`src/rtl/mtm_alu_deserializer.sv`:
```
// Serial front end of the mtm_Alu: decodes 11-bit frames on sin, assembles
// the {B,A} operands and the CMD byte, and flags data/CRC/opcode errors.
module mtm_alu_deserializer #(
    parameter int CNT_W = 4
) (
    input  logic        clk,
    input  logic        rst_n,
    input  logic        sin,
    output logic        out_valid,
    output logic [31:0] out_A,
    output logic [31:0] out_B,
    output logic [2:0]  out_op,
    output logic [2:0]  out_err
);

    localparam logic [2:0] S_IDLE      = 3'd0;
    localparam logic [2:0] S_TYPE      = 3'd1;
    localparam logic [2:0] S_DATA      = 3'd2;
    localparam logic [2:0] S_STOP      = 3'd3;
    localparam logic [2:0] S_WAIT_HIGH = 3'd4;

    localparam logic [CNT_W-1:0] FULL_CNT = CNT_W'(8);

    localparam logic [2:0] ERR_NONE = 3'b000;
    localparam logic [2:0] ERR_DATA = 3'b100;
    localparam logic [2:0] ERR_CRC  = 3'b010;
    localparam logic [2:0] ERR_OP   = 3'b001;

    // Serial LFSR for x^4+x+1, unrolled over the whole message.
    function automatic logic [3:0] crc4(input logic [67:0] msg);
        logic [3:0] c;
        logic       fb;
        c = 4'd0;
        for (int i = 67; i >= 0; i--) begin
            fb = c[3] ^ msg[i];
            c  = {c[2], c[1], c[0] ^ fb, fb};
        end
        return c;
    endfunction

    logic             sin_meta_q, sin_meta_d;
    logic             sin_s_q, sin_s_d;
    logic [2:0]       state_q, state_d;
    logic             is_cmd_q, is_cmd_d;
    logic [2:0]       bit_cnt_q, bit_cnt_d;
    logic [7:0]       byte_q, byte_d;
    logic [CNT_W-1:0] frame_cnt_q, frame_cnt_d;
    logic [63:0]      ba_q, ba_d;
    logic             out_valid_q, out_valid_d;
    logic [2:0]       out_err_q, out_err_d;
    logic [31:0]      out_a_q, out_a_d;
    logic [31:0]      out_b_q, out_b_d;
    logic [2:0]       out_op_q, out_op_d;

    logic [2:0] cmd_op;
    logic [3:0] crc_calc;
    logic       op_ok;

    assign cmd_op   = byte_q[6:4];
    assign crc_calc = crc4({ba_q, 1'b1, cmd_op});
    assign op_ok    = (cmd_op == 3'b000) || (cmd_op == 3'b001) ||
                      (cmd_op == 3'b100) || (cmd_op == 3'b101);

    always_comb begin
        sin_meta_d  = sin;
        sin_s_d     = sin_meta_q;
        state_d     = state_q;
        is_cmd_d    = is_cmd_q;
        bit_cnt_d   = bit_cnt_q;
        byte_d      = byte_q;
        frame_cnt_d = frame_cnt_q;
        ba_d        = ba_q;
        out_valid_d = 1'b0;
        out_err_d   = ERR_NONE;
        out_a_d     = out_a_q;
        out_b_d     = out_b_q;
        out_op_d    = out_op_q;

        case (state_q)
            S_IDLE: begin
                if (!sin_s_q) state_d = S_TYPE;
            end
            S_TYPE: begin
                is_cmd_d  = sin_s_q;
                bit_cnt_d = 3'd0;
                state_d   = S_DATA;
            end
            S_DATA: begin
                byte_d    = {byte_q[6:0], sin_s_q};
                bit_cnt_d = bit_cnt_q + 3'd1;
                if (bit_cnt_q == 3'd7) state_d = S_STOP;
            end
            S_STOP: begin
                state_d = sin_s_q ? S_IDLE : S_WAIT_HIGH;
                if (!sin_s_q || (!is_cmd_q && frame_cnt_q >= FULL_CNT) ||
                    (is_cmd_q && frame_cnt_q != FULL_CNT)) begin
                    out_valid_d = 1'b1;
                    out_err_d   = ERR_DATA;
                end else if (!is_cmd_q) begin
                    ba_d        = {ba_q[55:0], byte_q};
                    frame_cnt_d = frame_cnt_q + CNT_W'(1);
                end else if (crc_calc != byte_q[3:0]) begin
                    out_valid_d = 1'b1;
                    out_err_d   = ERR_CRC;
                end else if (!op_ok) begin
                    out_valid_d = 1'b1;
                    out_err_d   = ERR_OP;
                end else begin
                    out_valid_d = 1'b1;
                    out_b_d     = ba_q[63:32];
                    out_a_d     = ba_q[31:0];
                    out_op_d    = cmd_op;
                end
                // Every pulse, good or bad, ends the current packet.
                if (out_valid_d) begin
                    frame_cnt_d = '0;
                    ba_d        = 64'd0;
                end
            end
            S_WAIT_HIGH: begin
                if (sin_s_q) state_d = S_IDLE;
            end
            default: state_d = S_IDLE;
        endcase
    end

    always_ff @(posedge clk) begin
        if (!rst_n) begin
            sin_meta_q  <= 1'b1;
            sin_s_q     <= 1'b1;
            state_q     <= S_IDLE;
            is_cmd_q    <= 1'b0;
            bit_cnt_q   <= 3'd0;
            byte_q      <= 8'd0;
            frame_cnt_q <= '0;
            ba_q        <= 64'd0;
            out_valid_q <= 1'b0;
            out_err_q   <= ERR_NONE;
            out_a_q     <= 32'd0;
            out_b_q     <= 32'd0;
            out_op_q    <= 3'd0;
        end else begin
            sin_meta_q  <= sin_meta_d;
            sin_s_q     <= sin_s_d;
            state_q     <= state_d;
            is_cmd_q    <= is_cmd_d;
            bit_cnt_q   <= bit_cnt_d;
            byte_q      <= byte_d;
            frame_cnt_q <= frame_cnt_d;
            ba_q        <= ba_d;
            out_valid_q <= out_valid_d;
            out_err_q   <= out_err_d;
            out_a_q     <= out_a_d;
            out_b_q     <= out_b_d;
            out_op_q    <= out_op_d;
        end
    end

    assign out_valid = out_valid_q;
    assign out_err   = out_err_q;
    assign out_A     = out_a_q;
    assign out_B     = out_b_q;
    assign out_op    = out_op_q;

endmodule

```
`config.mk`:
```
export PLATFORM = sky130hd
export DESIGN_NAME = mtm_alu_deserializer
export DESIGN_NICKNAME = d
export VERILOG_FILES = /design/src/rtl/mtm_alu_deserializer.sv
export SDC_FILE = /design/constraint.sdc
export NUM_CORES = 1
export LEC_CHECK = 0
export CAP_MARGIN = 40
export CORE_MARGIN = 3
export CORE_UTILIZATION = 51
export CTS_CLUSTER_DIAMETER = 50
export CTS_CLUSTER_SIZE = 8
export DETAILED_ROUTE_END_ITERATION = 8
export GPL_ROUTABILITY_DRIVEN = 1
export GPL_TIMING_DRIVEN = 0
export PLACE_DENSITY_LB_ADDON = 0.15
export SETUP_SLACK_MARGIN = 0.2
export SYNTH_ARGS = -nofsm -noshare
export SYNTH_HDL_FRONTEND = slang
export SYNTH_SLANG_ARGS = --single-unit
export TNS_END_PERCENT = 1
```
`constraint.sdc`:
```
create_clock -name clk -period 11.5 [get_ports clk]
set_input_delay 1.15 -clock clk [delete_from_list [all_inputs] [get_ports clk]]
set_output_delay 1.15 -clock clk [all_outputs]
set_load 0.01 [all_outputs]
```
* Word level (Yosys, flattened, before mapping) *
Cells that the tools add are included.
W data, S select, Z words.

storage, ports and cells
  register bits = 156

cells by class
  $add $sub $neg = 2
  order comparisons = 1
  equality and inequality tests = 15
  multiplexer cells = 19
  bitwise logic cells = 137
  reduce and logical (&&, ||, !) cells = 18

operators by type and width
  operator               count
  $mux W64               3
  $xor A1 B1 Y1          131
  $mux W3                5
  $pmux W3 S5            1
  $eq A3 B3 Y1 const B   4
  $mux W4                3
  $eq A3 B1 Y1 const B   2
  $eq A3 B2 Y1 const B   2
  $logic_not A3 Y1       2
  $ne A2 B2 Y1 const B   3
  $not A1 Y1             6
  $pmux W3 S2            1
  $reduce_and A3 Y1      2
  $logic_or A1 B1 Y1     5
  $reduce_and A5 Y1      1
  $reduce_or A5 Y1       1
  $add A4 B1 Y4 const B  1
  $ge A4 B4 Y1 const B   1
  $mux W1                4
  $mux W2                2
  $ne A2 B1 Y1 const B   2
  $ne A4 B4 Y1           1
  $ne A4 B4 Y1 const B   1
  $reduce_or A4 Y1       1
  5 further kinds        7

* Logic depth before layout (Yosys ltp) *
Gate-level depths: netlist (run 1).

  depth after elaboration = 49
  mapped depth = 14
  mapped depth without buffers = 11

* Least setup slack after synthesis (run 1) *
Ideal clock, no wire load.

  kind = flip-flop to flip-flop
  start point = reg ba_q[62]
  end point = reg out_a_q[10] (netlist: out_A[10])
  setup time = 116 ps
  arrival = 4008 ps
  setup slack = 7376 ps
  cell stages (with the launch flop) = 15
  path buffers = 3
  clock period less this slack = 4124 ps
  path through = dfxtp_1 clkbuf_1 xnor3_1 xor2_1 xnor2_1 xnor3_1 xnor2_1 xnor3_1 xnor3_1 or3_1 a221oi_2 buf_6 buf_6 mux2i_1 nor2b_1

on the way
  cells in the longest elaborated chain, start to end = 48
  elaborated cells between the ends (all ways) = 132
  those cells by class = 1 x eq/ne; 130 x bitwise; 1 x reduce/logical

ends and longest elaborated chain
  what                                    line  text
  start, declared                         48    logic [63:0] ba_q, ba_d;
  start signal, assigned                  136   ba_q <= 64'd0;
  start signal, assigned                  150   ba_q <= ba_d;
  $xor A1 B1 Y1                           36    c = {c[2], c[1], c[0] ^ fb, fb};
  $xor A1 B1 Y1                           35    fb = c[3] ^ msg[i];
  $xor A1 B1 Y1                           36
  $xor A1 B1 Y1                           35
  $xor A1 B1 Y1                           36
  $xor A1 B1 Y1                           35
  $xor A1 B1 Y1                           36
  $xor A1 B1 Y1                           35
  (+32 left out)                          -
  $xor A1 B1 Y1                           36
  $not A1 Y1 (no source line)             -
  $xor A1 B1 Y1                           36
  $xor A1 B1 Y1                           35
  $xor A1 B1 Y1                           36
  $ne A4 B4 Y1 (*)                        102   end else if (crc_calc != byte_q[3:0]) begin
  $not A1 Y1 (no source line) (*)         -
  $reduce_and A5 Y1 (no source line) (*)  -
  end signal, assigned                    153   out_a_q <= out_a_d;
  end, declared                           51    logic [31:0] out_a_q, out_a_d;

Mark *: on every way between the ends. The rest lies on a longest branch, timed or not.
A chain may end at the register's enable or synchronous reset.

* Final worst setup path (run 1) *
  start point = reg ba_q[55]
  end point = reg out_a_q[9] (netlist: out_A[9])

on the way
  cells in the longest elaborated chain, start to end = 43
  elaborated cells between the ends (all ways) = 119
  those cells by class = 1 x eq/ne; 117 x bitwise; 1 x reduce/logical

ends and longest elaborated chain
  what                                         line
  $xor A1 B1 Y1 (*)                            35
  $xor A1 B1 Y1                                36
  $xor A1 B1 Y1                                35
  $xor A1 B1 Y1                                36
  $xor A1 B1 Y1                                35
  $xor A1 B1 Y1                                36
  $xor A1 B1 Y1                                35
  $xor A1 B1 Y1                                36
  (+27 left out)                               -
  $xor A1 B1 Y1                                36
  $xor A1 B1 Y1 or $not A1 Y1 (tied branches)  -
  $xor A1 B1 Y1                                36
  $xor A1 B1 Y1                                35
  $xor A1 B1 Y1                                36
  $ne A4 B4 Y1 (*)                             102
  $not A1 Y1 (no source line) (*)              -
  $reduce_and A5 Y1 (no source line) (*)       -

Marks and branches as above.

==> results of run 1 <==
[metrics by stage]
step	hold WS (ns)	power (mW)
after floorplan	0.386	0.570
after global placement	0.393	0.575
after detailed placement	0.405	0.576
after CTS	0.422	1.17
after global routing	0.446	1.20
final	0.421	1.17
[layout by cell type, fill, tap and decap left out, types with 3 or more instances in the layout]
cell and instances:
sky130_fd_sc_hd__a21boi_0 9, sky130_fd_sc_hd__a22oi_1 69, sky130_fd_sc_hd__bufinv_16 5, sky130_fd_sc_hd__a21oi_1 3, sky130_fd_sc_hd__nand2_1 25, sky130_fd_sc_hd__or3_1 3, sky130_fd_sc_hd__ha_1 4, sky130_fd_sc_hd__clkdlybuf4s50_1 72
sky130_fd_sc_hd__xnor3_1 20, sky130_fd_sc_hd__mux2i_1 67, sky130_fd_sc_hd__dfxtp_1 156, sky130_fd_sc_hd__clkbuf_16 17, sky130_fd_sc_hd__xnor2_1 74, sky130_fd_sc_hd__xor2_1 23, sky130_fd_sc_hd__nor2b_1 136, sky130_fd_sc_hd__nor2_1 8
sky130_fd_sc_hd__nor3b_1 3, sky130_fd_sc_hd__clkinv_2 4, sky130_fd_sc_hd__buf_4 3, sky130_fd_sc_hd__buf_6 4, sky130_fd_sc_hd__o21ai_0 3, sky130_fd_sc_hd__clkbuf_1 37
[worst max path at each step]
stage,startpoint,endpoint,slack [ns],cells past startpoint
detailed placement,ba_q[55],out_A[9],6.77,13
floorplan,ba_q[62],out_A[10],7.38,14
CTS,ba_q[55],out_A[9],6.73,13
global route,ba_q[62],out_A[9],6.46,14
global placement,ba_q[55],out_A[22],6.87,13
finish,ba_q[55],out_A[9],6.71,13
[kinds of logic (layout without fill, tap and decap cells)]
group           Yosys count  in the layout
compound gates           88             88
xor+xnor                120            120
fa+ha+maj                 4              4
buf+inv                  46            150
flops                   156            156
mux                      68             68
simple gates            189            189
[state kept, by name (all words and copies together) (netlist names)]
| register | flops |
|---|---|
| ba_q | 64 |
| out_A | 32 |
| out_B | 32 |
| byte_q | 8 |
| frame_cnt_q | 4 |
| bit_cnt_q | 3 |
| out_err | 3 |
| out_op | 3 |
| state_q | 3 |
| is_cmd_q | 1 |
| out_valid | 1 |
| sin_meta_q | 1 |
| sin_s_q | 1 |
[layout make-up]
type / count / area, sq um / area share [%]
Buffer: 44 / 206 / 2.35
Clock buffer: 20 / 447 / 5.09
Clock inverter: 12 / 194 / 2.21
Inverter: 2 / 7.51 / 0.0856
Multi-Input combinational cell: 469 / 3850 / 43.9
Sequential cell: 156 / 3120 / 35.6
Tap cell: 176 / 220 / 2.51
Timing Repair Buffer: 72 / 721 / 8.22
[report_power, final]
part	leakage, nW	internal, mW	switching, mW
logic	1.37	0.0102	0.0118
clock network	0.310	0.389	0.216
registers	1.26	0.541	0.000683
[layer usage]
| metal | vias up | GRT usage, % | wire length, um |
|---|---|---|---|
| met3 | 28 | 4.72 | 717 |
| met1 | 2416 | 27.3 | 7320 |
| li1 | 2456 | - | - |
| met2 | 125 | 35.6 | 7960 |
| met4 | 0 | 7.48 | 357 |
| met5 | - | 0 | 0 |
==> metrics.md, run 1 <==
| Metric | Value |
|---|---|
| Clock slew at the register clock pins of the worst setup and hold paths | 0.06 ns |
| Kind of cell adding the most delay to the critical path | XOR/XNOR gates |
| First-pass detailed-route iteration total | 5 |
| Arrival time reported for the critical path endpoint | 5.10 ns |
| Number of antenna-violating nets in the routed design | 0 |
| Final critical path time including I/O delays and setup | 4.79 ns |
| Setup TNS after final layout | 0 ns |
| Worst R2R Setup Slack | 6.71 ns |
| Final count of pins violating max slew | 0 |
| Cell area after placement | 8130 sq um |
| Main combinational cell family by area after synthesis | XOR/XNOR gates |
| Floorplan die height | 125 um |
| Most frequent cells after synthesis | 156 x sky130_fd_sc_hd__dfxtp_1, 136 x sky130_fd_sc_hd__nor2b_1, 74 x sky130_fd_sc_hd__xnor2_1 |
| Worst-path fanout max | 10 |
| Leak Pwr | 2.93 nW |
| Fill count | 1065 |
| Utilization after layout | 64.9% |
| Syn_nets | 678 |
| Worst clock skew on the final layout | 0.00766 ns |
| Final worst path period share | 41.7% |
| Post-synthesis instance area | 7190 sq um |
| Routed vias | 5025 |
| Clock latency at the later pin of the worst-skew pair | 0.42 ns |
| Initial core utilization | 53.2% |
| Number of sinks handled by clock tree synthesis | 156 |
| Pre-CTS WS | 6.77 ns |
| Die Wd | 125 um |
| Largest incremental delay on the critical path | 0.54 ns |
| Number of design rule violations left after detail routing | 0 |
| Via density per instance | 5.28 |
| Post-synthesis adder-cell area fraction | 0.696% |
| Final wirelength | 16400 um |
| Die Area | 15600 sq um |
| Layout cells sized above 1 | 5.42% |
| Largest net degree at the start of global routing | 17 |
| CTS hold repair buffers | 0 |
| Count of state elements after synthesis | 156 |
| Count of buffers inserted at the top-level ports | 72 |
| Max transition margin | 47.6% |
| Worst path cell trace | xnor2_2 -> xnor3_1 -> xnor2_1 -> xnor3_1 -> xnor2_1 -> xnor3_1 -> xnor3_1 -> or3_1 -> a221oi_2 -> buf_6 -> buf_6 -> mux2i_1 -> nor2b_1 |
| Final weighted congestion in routability-driven placement | 0.835 |
| Share of the synthesized netlist area taken by xor and xnor gates | 18.9% |
| Worst VDD drop | 0.0993 mV |
| Number of cells produced by synthesis | 671 |
| Worst hold start | sin_meta_q |
| Fin cells | 951 |
| Class of the worst hold path | flop to flop |
| Ys async rst share | 0% |
| Clock buffer depth | 2 |
| Vias in the first global route | 5099 |
| Total congestion overflow after global routing | 0 |
| Crit-path slowest cell | sky130_fd_sc_hd__a221oi_2 |
| Required time reported for the critical path endpoint | 11.81 ns |
| Number of instances on the worst hold path | 1 |
| Number of enable flip-flop cells after synthesis | 0 |
| H-Tree Depth | 4 |
| Worst Setup Path Type | flop to flop |
| Worst Setup End Kind | flop |
| Number of antenna violations at the first check in global routing | 0 |
| Number of CTS-inserted buffers | 17 |
| Worst path most repeated cell | sky130_fd_sc_hd__xnor3_1 |
| Cells taking the most area after synthesis | sky130_fd_sc_hd__dfxtp_1 43%, sky130_fd_sc_hd__nor2b_1 12%, sky130_fd_sc_hd__mux2i_1 9.3% |
| Setup bufs post-CTS | 0 |
| Fraction of post-synthesis cell area in the top cell type by area | 43.4% |
| Yosys warning count | 0 |
| Outcome | finished, final reports clean |
| Largest area contributor in the synthesized netlist | sky130_fd_sc_hd__dfxtp_1 |
| Maximum frequency from static timing analysis | 0.209 GHz |
| Number of failing hold endpoints at the final stage | 0 |
| Most numerous cell in the Yosys netlist | sky130_fd_sc_hd__dfxtp_1 |
| Area grow syn2layout | 22.0% |
| Final routed wire length divided by cell count | 17.2 um |
| Reg-to-reg endpoint | out_A[9] |
| Post-detailed-placement half-perimeter wirelength | 11700 um |
| Library cell used as clock root buffer | sky130_fd_sc_hd__clkbuf_16 |
| Critical register-to-register path startpoint | ba_q[55] |
| Core footprint | 13500 sq um |
| Type of origin of the critical path | flop |
| Leading register cell type out of synthesis | sky130_fd_sc_hd__dfxtp_1 |
| Unrepaired setup endpoints after global routing | no |
| Number of distinct library cells after synthesis | 37 |
| Number of placement rows | 42 |
| Final Worst Setup Slack | 6.71 ns |
| Number of max-cap violations | 0 |
| Layout Nets | 769 |
| Sequential fraction of the synthesis area | 43.4% |
| Post-cts repair resize count | 0 |
| Number of diodes added for antenna fixing | 0 |
| GRT Overall Usage | 21.4% |
| Post-synthesis compound-gate area fraction | 9.12% |
| Placed Instances | 919 |
| Clock tree from TritonCTS | done |
| Synth Area in Simple Gates | 15.4% |
| Post-Layout Inst Area | 8770 sq um |
| Endpoint with the worst hold slack | sin_s_q |
| Reg2reg path depth | 13 |
| First-pass GRT wire length | 26700 um |
| Share of cell area taken by muxes after synthesis | 9.49% |
| Combined buffer and inverter count along the critical path | 2 |
| Avg Inst Size Synth | 10.7 sq um |
| I/O pin count | 74 |
| DRT iter0 DRCs | 342 |
| Worst-margin pin slew | 0.787 ns |
| Finish-stage setup viols | 0 |
| Power Dens Cells | 133 nW/um^2 |
No activity file was read; power rests on OpenSTA's default activity.
==> run 2: changes to the inputs <==
==> constraint.sdc (replaced) <==
create_clock -name clk -period 4.7 [get_ports clk]
set_input_delay 0.47 -clock clk [delete_from_list [all_inputs] [get_ports clk]]
set_output_delay 0.47 -clock clk [all_outputs]
set_load 0.01 [all_outputs]
==> run 2 against run 1 <==
Compared with the run above:
- sequential share of layout area down 0.45 points
- utilization increased by 1.0 points
- power up 140%
- setup slack lost 6.4 ns
- flip-flop and latch count unchanged
- worst hold slack is essentially flat
- sequential power grew 150%
- count of clock-buffer cells in the layout did not move
- die area stayed put
- critical path depth did not move
- final cell count rose by 0.63%
- clock skew shrank 0.0013 ns
- critical path type unchanged
- highest routed layer unchanged
==> metrics.md, run 2 (synthesized netlist as in run 1, its figures left out) <==
| Metric | Value |
|---|---|
| Finish-stage setup viols | 0 (unchanged) |
| Worst Setup Path Type | flop to flop |
| Commonest cells after routing, fill and taps aside | 148 x sky130_fd_sc_hd__dfxtp_1, 136 x sky130_fd_sc_hd__nor2b_1, 72 x sky130_fd_sc_hd__clkdlybuf4s50_1 |
| Overall power | 2.86 mW (+140%) |
| Number of design rule violations left after detail routing | 0 (unchanged) |
| Flip-flop count of the largest register after layout | 64 (unchanged) |
| Area taken by multi-input logic gates | 3930 sq um (+2.1%) |
| Clock latency at the later pin of the worst-skew pair | 0.42 ns (about the same) |
| Total congestion overflow after global routing | 0 (unchanged) |
| Worst VDD drop | 0.243 mV (+140%) |
| Tightest hold margin | 0.421 ns (-0.0000220 ns) |
| Register ranked first by flip-flop count | ba_q |
| Maximum frequency from static timing analysis | 0.230 GHz (+10%) |
| Core footprint | 13500 sq um (unchanged) |
| Power Dens Cells | 321 nW/um^2 (+140%) |
| Final critical path time including I/O delays and setup | 4.35 ns (-0.448 ns) |
| Die Area | 15600 sq um (unchanged) |
| Vias in the first global route | 5107 (+0.16%) |
| Clock tree from TritonCTS | done |
| Required time reported for the critical path endpoint | 5.02 ns (-6.79 ns) |
| Clock buffer depth | 2 (unchanged) |
| Outcome | finished, final reports clean |
| Arrival time reported for the critical path endpoint | 4.66 ns (-0.44 ns) |
| Clock slew at the register clock pins of the worst setup and hold paths | 0.06 ns (about the same) |
| Worst clock skew on the final layout | 0.00636 ns (-0.00130 ns) |
| Switching part of the total power | 19.4% (-0.064 points) |
| I/O pin count | 74 (unchanged) |
| First-pass GRT wire length | 26800 um (about the same) |
| Library cell used as clock root buffer | sky130_fd_sc_hd__clkbuf_16 |
| Fraction of power consumed by sequential logic | 46.4% (about the same) |
| H-Tree Depth | 4 (unchanged) |
| Number of placement rows | 42 (unchanged) |
| Number of antenna violations at the first check in global routing | 0 (unchanged) |
| Met2 wire len | 8160 um (+2.5%) |
| CTS hold repair buffers | 0 (unchanged) |
| Number of diodes added for antenna fixing | 0 (unchanged) |
| Area grow syn2layout | 24.0% |
| First-pass detailed-route iteration total | 5 (unchanged) |
| Relative contribution of the clock network to total power | 51.7% (about the same) |
| Leak Pwr | 3.01 nW (+2.6%) |
| Power dissipated by switching net loads | 0.555 mW (+140%) |
| Floorplan die height | 125 um (unchanged) |
| Via density per instance | 5.29 (+0.16%) |
| Register Area | 3130 sq um (+0.32%) |
| Met3 WL | 617 um (-14%) |
| Routed vias | 5065 (+0.80%) |
| Worst-margin pin slew | 0.788 ns (+0.00164 ns) |
| Die Wd | 125 um (unchanged) |
| Initial core utilization | 53.2% (unchanged) |
| GRT Overall Usage | 21.4% (+0.029 points) |
| Max transition margin | 47.4% (-0.11 points) |
| Largest net degree at the start of global routing | 17 (unchanged) |
| Internal Dissipation | 2.30 mW (+140%) |
| Count of buffers inserted at the top-level ports | 72 (unchanged) |
| Type of origin of the critical path | flop |
| Highest metal layer used by the detailed router | met4 |
| Final wirelength | 16600 um (+1.4%) |
| Fill count | 1047 (-1.7%) |
| Unrepaired setup endpoints after global routing | yes |
| Final routed wire length divided by cell count | 17.3 um (+0.81%) |
| Post-detailed-placement half-perimeter wirelength | 11700 um (unchanged) |
| Class of the worst hold path | flop to flop |
| Number of failing hold endpoints at the final stage | 0 (unchanged) |
| Number of CTS-inserted buffers | 17 (unchanged) |
| Layout Nets | 775 (+0.78%) |
| Logic gate share of total power | 1.9% (about the same) |
| Final worst path period share | 92.5% (+51 points) |
| Most frequent standard cell in the layout excluding fill and tap cells | sky130_fd_sc_hd__dfxtp_1 |
| DRT iter0 DRCs | 367 (+7.3%) |
| Utilization after layout | 66.0% (+1.0 points) |
| Number of sinks handled by clock tree synthesis | 156 (unchanged) |
| Number of antenna-violating nets in the routed design | 0 (unchanged) |
| Worst Setup End Kind | flop |
| Final weighted congestion in routability-driven placement | 0.835 (unchanged) |
| Routed length on met1 | 7480 um (+2.1%) |
| Layout cells sized above 1 | 8.32% (+2.9 points) |
| Number of max-cap violations | 0 (unchanged) |
| Worst-path fanout max | 10 (unchanged) |
| Final count of pins violating max slew | 0 (unchanged) |
## run 2: cell types whose count changed in the layout (fill, tap and decap cells not counted), sizes merged
cell / previous run / this run
buf: 9 / 15
## run 2: worst max-delay path, stage by stage, from the launching register on
cell	delay (ns)
sky130_fd_sc_hd__dfxtp_2	0.44
sky130_fd_sc_hd__xor2_4	0.24
sky130_fd_sc_hd__xnor2_2	0.20
sky130_fd_sc_hd__xor2_2	0.21
sky130_fd_sc_hd__xnor3_1	0.45
sky130_fd_sc_hd__xnor3_1	0.43
sky130_fd_sc_hd__xnor3_1	0.39
sky130_fd_sc_hd__xnor3_1	0.38
sky130_fd_sc_hd__or3_1	0.41
sky130_fd_sc_hd__a221oi_4	0.33
sky130_fd_sc_hd__buf_4	0.19
sky130_fd_sc_hd__buf_4	0.24
sky130_fd_sc_hd__mux2i_1	0.23
sky130_fd_sc_hd__nor2b_1	0.06
## run 2: power groups by stage
stage               sequential (mW)  combinational [mW]  clock, mW
global placement               1.36              0.0519          0
finish                         1.33              0.0535       1.48
detailed placement             1.36              0.0531          0
floorplan                      1.36              0.0391          0
global route                   1.33              0.0583       1.55
CTS                            1.33              0.0535       1.49
## run 2: metal layers
metal  track usage (%)  vias up
li1                  -     2467
met5                 0        -
met3              4.67       26
met2              35.8      124
met1              27.3     2448
met4              7.41        0
## run 2: final timing paths
path                            startpoint         to  slack [ns]  depth (start not counted)
worst max-delay path              ba_q[60]  out_B[28]        0.35                         13
worst min-delay path            sin_meta_q    sin_s_q        0.42                          1
worst max register to register    ba_q[60]  out_B[28]        0.35                         13
worst min register to register  sin_meta_q    sin_s_q        0.42                          1
## run 2: area by class of cell
class / instances / area share [%]
Timing Repair Buffer: 78 / 8.59
Clock buffer: 20 / 5.01
Sequential cell: 156 / 35.2
Buffer: 44 / 2.37
Inverter: 2 / 0.0842
Tap cell: 176 / 2.47
Clock inverter: 12 / 2.18
Multi-Input combinational cell: 469 / 44.1
## run 2: stage by stage
stage	worst slack [ns]	area (sq um)	TNS [ns]	cells
after floorplan	0.576	7190	0	671
after global placement	0.0712	8130	0	919
after detailed placement	-0.0318	8130	-0.0869	919
after CTS	0.202	8800	0	952
after global routing	0.145	8910	0	957
final	0.354	8910	0	957
## run 2: repair_timing
item                       CTS  global route
setup endpoints to repair   67            61
pin swaps                    2             4
resized for setup            3            19
setup buffers                1             5
==> run 3: changes to the inputs <==
--- a/config.mk
+++ b/config.mk
@@ -6,7 +6,7 @@
 export NUM_CORES = 1
 export LEC_CHECK = 0
 export CAP_MARGIN = 40
-export CORE_MARGIN = 3
+export CORE_MARGIN = 1
 export CORE_UTILIZATION = 51
 export CTS_CLUSTER_DIAMETER = 50
 export CTS_CLUSTER_SIZE = 8
==> run 3 against run 2 <==
Compared with the run above:
- global-route usage rose by 2.1 points
- final cell count rose by 0.52%
- first-iteration DRC count fell by 22%
- largest cell class unchanged
- non-clock buffer count rose by 2
- utilization fell by 1.9 points
- routed wire length fell by 2.2%
- critical path depth rose by 1
- die area fell by 6.3%
- count of clock-buffer cells in the layout did not move
- clock power fell by 7%
==> metrics.md, run 3 (synthesized netlist as in run 1, its figures left out) <==
| Metric | Value |
|---|---|
| Switching part of the total power | 20.5% (+1.0 points) |
| Utilization after layout | 64.0% (-1.9 points) |
| Library cell used as clock root buffer | sky130_fd_sc_hd__clkbuf_16 |
| Worst-path fanout max | 10 (unchanged) |
| Tightest hold margin | 0.420 ns (-0.00149 ns) |
| Power dissipated by switching net loads | 0.564 mW (+1.6%) |
| Flip-flop count of the largest register after layout | 64 (unchanged) |
| Clock buffer depth | 2 (unchanged) |
| Number of antenna violations at the first check in global routing | 0 (unchanged) |
| Routed vias | 5047 (-0.36%) |
| Die Area | 14600 sq um (-6.3%) |
| Number of max-cap violations | 0 (unchanged) |
| Initial core utilization | 52.0% (-1.2 points) |
| I/O pin count | 74 (unchanged) |
| Total congestion overflow after global routing | 0 (unchanged) |
| Layout cells sized above 1 | 8.18% (-0.14 points) |
| Worst path cell trace | xnor2_2 -> buf_4 -> xnor3_1 -> xnor3_1 -> xor2_1 -> xnor2_1 -> xnor3_1 -> xnor3_1 -> or3_1 -> a221oi_4 -> buf_4 -> buf_4 -> mux2i_1 -> nor2b_1 |
| Number of CTS-inserted buffers | 17 (unchanged) |
| Type of origin of the critical path | flop |
| Number of diodes added for antenna fixing | 0 (unchanged) |
| Number of placement rows | 43 (+2.4%) |
| Class of the worst hold path | flop to flop |
| Worst Setup Path Type | flop to flop |
| H-Tree Depth | 4 (unchanged) |
| Number of antenna-violating nets in the routed design | 0 (unchanged) |
| Unrepaired setup endpoints after global routing | yes |
| Relative contribution of the clock network to total power | 50.0% (-1.7 points) |
| Via density per instance | 5.25 (-0.87%) |
| Overall power | 2.76 mW (-3.5%) |
| Register ranked first by flip-flop count | ba_q |
| First-pass GRT wire length | 26100 um (-2.5%) |
| GRT Overall Usage | 23.5% (+2.1 points) |
| Core footprint | 13800 sq um (+2.4%) |
| Outcome | finished, final reports clean |
| Leak Pwr | 3.00 nW (-0.34%) |
| Clock latency at the later pin of the worst-skew pair | 0.43 ns (about the same) |
| Number of failing hold endpoints at the final stage | 0 (unchanged) |
| CTS hold repair buffers | 0 (unchanged) |
| Final count of pins violating max slew | 0 (unchanged) |
| Required time reported for the critical path endpoint | 5.01 ns (about the same) |
| First-pass detailed-route iteration total | 4 (-1) |
| DRT iter0 DRCs | 286 (-22%) |
| Layout Nets | 777 (+0.26%) |
| Post-Layout Inst Area | 8860 sq um (-0.62%) |
| Final worst path period share | 92.0% (-0.49 points) |
| Area grow syn2layout | 23.2% |
| Most frequent standard cell in the layout excluding fill and tap cells | sky130_fd_sc_hd__dfxtp_1 |
| Logic gate share of total power | 1.9% (about the same) |
| Worst-margin pin slew | 0.816 ns (+0.0273 ns) |
| Cell area after placement | 8130 sq um (about the same) |
| Largest net degree at the start of global routing | 17 (unchanged) |
| Commonest cells after routing, fill and taps aside | 148 x sky130_fd_sc_hd__dfxtp_1, 136 x sky130_fd_sc_hd__nor2b_1, 72 x sky130_fd_sc_hd__clkdlybuf4s50_1 |
| Finish-stage setup viols | 0 (unchanged) |
| Crit-path slowest cell | sky130_fd_sc_hd__xnor3_1 |
| Die Wd | 121 um (-3.2%) |
| Max transition margin | 45.6% (-1.8 points) |
| Largest incremental delay on the critical path | 0.44 ns (about the same) |
| Worst path most repeated cell | sky130_fd_sc_hd__xnor3_1 |
| Count of buffers inserted at the top-level ports | 72 (unchanged) |
| Maximum frequency from static timing analysis | 0.231 GHz (+0.53%) |
| Worst clock skew on the final layout | 0.00901 ns (+0.00265 ns) |
| Final routed wire length divided by cell count | 16.9 um (-2.7%) |
| Fill count | 1112 (+6.2%) |
| Clock slew at the register clock pins of the worst setup and hold paths | 0.06 ns (about the same) |
| Final wirelength | 16200 um (-2.2%) |
| Post-detailed-placement half-perimeter wirelength | 11600 um (-1.2%) |
| Worst Setup End Kind | flop |
| Fraction of power consumed by sequential logic | 48.1% (+1.7 points) |
| Arrival time reported for the critical path endpoint | 4.64 ns (-0.02 ns) |
| Clock tree from TritonCTS | done |
| Floorplan die height | 121 um (-3.2%) |
| Number of sinks handled by clock tree synthesis | 156 (unchanged) |
| Power Dens Cells | 311 nW/um^2 (-2.9%) |
| Final critical path time including I/O delays and setup | 4.32 ns (-0.0230 ns) |
| Worst VDD drop | 0.215 mV (-11%) |
| Internal Dissipation | 2.19 mW (-4.7%) |
| Number of design rule violations left after detail routing | 0 (unchanged) |
| Vias in the first global route | 5037 (-1.4%) |
| Final weighted congestion in routability-driven placement | 0.794 (-4.9%) |
run 3: changes by cell type in the layout (fill, tap and decap cells not counted), sizes merged:
cell	change
clkinvlp	+1
buf	+2
bufinv	-2
run 3: layout make-up:
type	count	area, sq um	share of cell area (%)
clock buffers	20	447	5.04
plain buffers	44	211	2.39
multi-input cells	469	3910	44.1
clock inverters	11	145	1.64
well taps	180	225	2.54
repair buffers	80	781	8.82
flip-flops and latches	156	3130	35.4
inverters	2	7.51	0.0848
run 3: final timing paths:
| path | startpoint | to | slack [ns] | depth (start not counted) |
|---|---|---|---|---|
| setup / recovery | ba_q[59] | out_B[5] | 0.38 | 14 |
| setup reg to reg | ba_q[59] | out_B[5] | 0.38 | 14 |
| hold / removal | sin_meta_q | sin_s_q | 0.42 | 1 |
| hold reg to reg | sin_meta_q | sin_s_q | 0.42 | 1 |
run 3: layer usage:
| layer | up-vias | track usage, % | part of all wire [%] | routed length (um) |
|---|---|---|---|---|
| met5 | - | 0 | 0 | 0 |
| met4 | 0 | 8.10 | 1.7 | 268 |
| met3 | 21 | 5.66 | 3.2 | 527 |
| met2 | 107 | 40.2 | 51 | 8220 |
| met1 | 2446 | 28.7 | 44 | 7210 |
| li1 | 2473 | - | - | - |
run 3: what timing repair did:
action / 4_1_cts / 5_1_grt
pin swaps: 2 / 1
setup buffers: 2 / 6
resized for setup: 2 / 16
endpoints found under the setup margin: 67 / 61
run 3: worst max-delay path: cells and delay by family (launching register included):
kind / cells / cell delay (ns)
and+or+nand+nor: 2 / 0.48
muxes: 1 / 0.22
buffers and inverters: 3 / 0.59
AOI/OAI and AO/OA: 1 / 0.32
DFF: 1 / 0.35
xor gates and xnor gates: 7 / 2.25
run 3: power by group through the flow:
stage | clock, mW | sequential, mW | combinational [mW]
5_1_grt | 1.46 | 1.33 | 0.0582
6_report | 1.38 | 1.33 | 0.0532
3_3_place_gp | 0 | 1.36 | 0.0522
2_1_floorplan | 0 | 1.36 | 0.0391
4_1_cts | 1.39 | 1.33 | 0.0537
3_5_place_dp | 0 | 1.36 | 0.0534
run 3: stage by stage:
step	worst slack, ns	std cells	setup TNS, ns
finish	0.377	962	0
global route	0.133	962	0
CTS	0.205	956	0
detailed placement	-0.141	923	-2.89
global placement	-0.0563	923	-1.34
floorplan	0.576	671	0
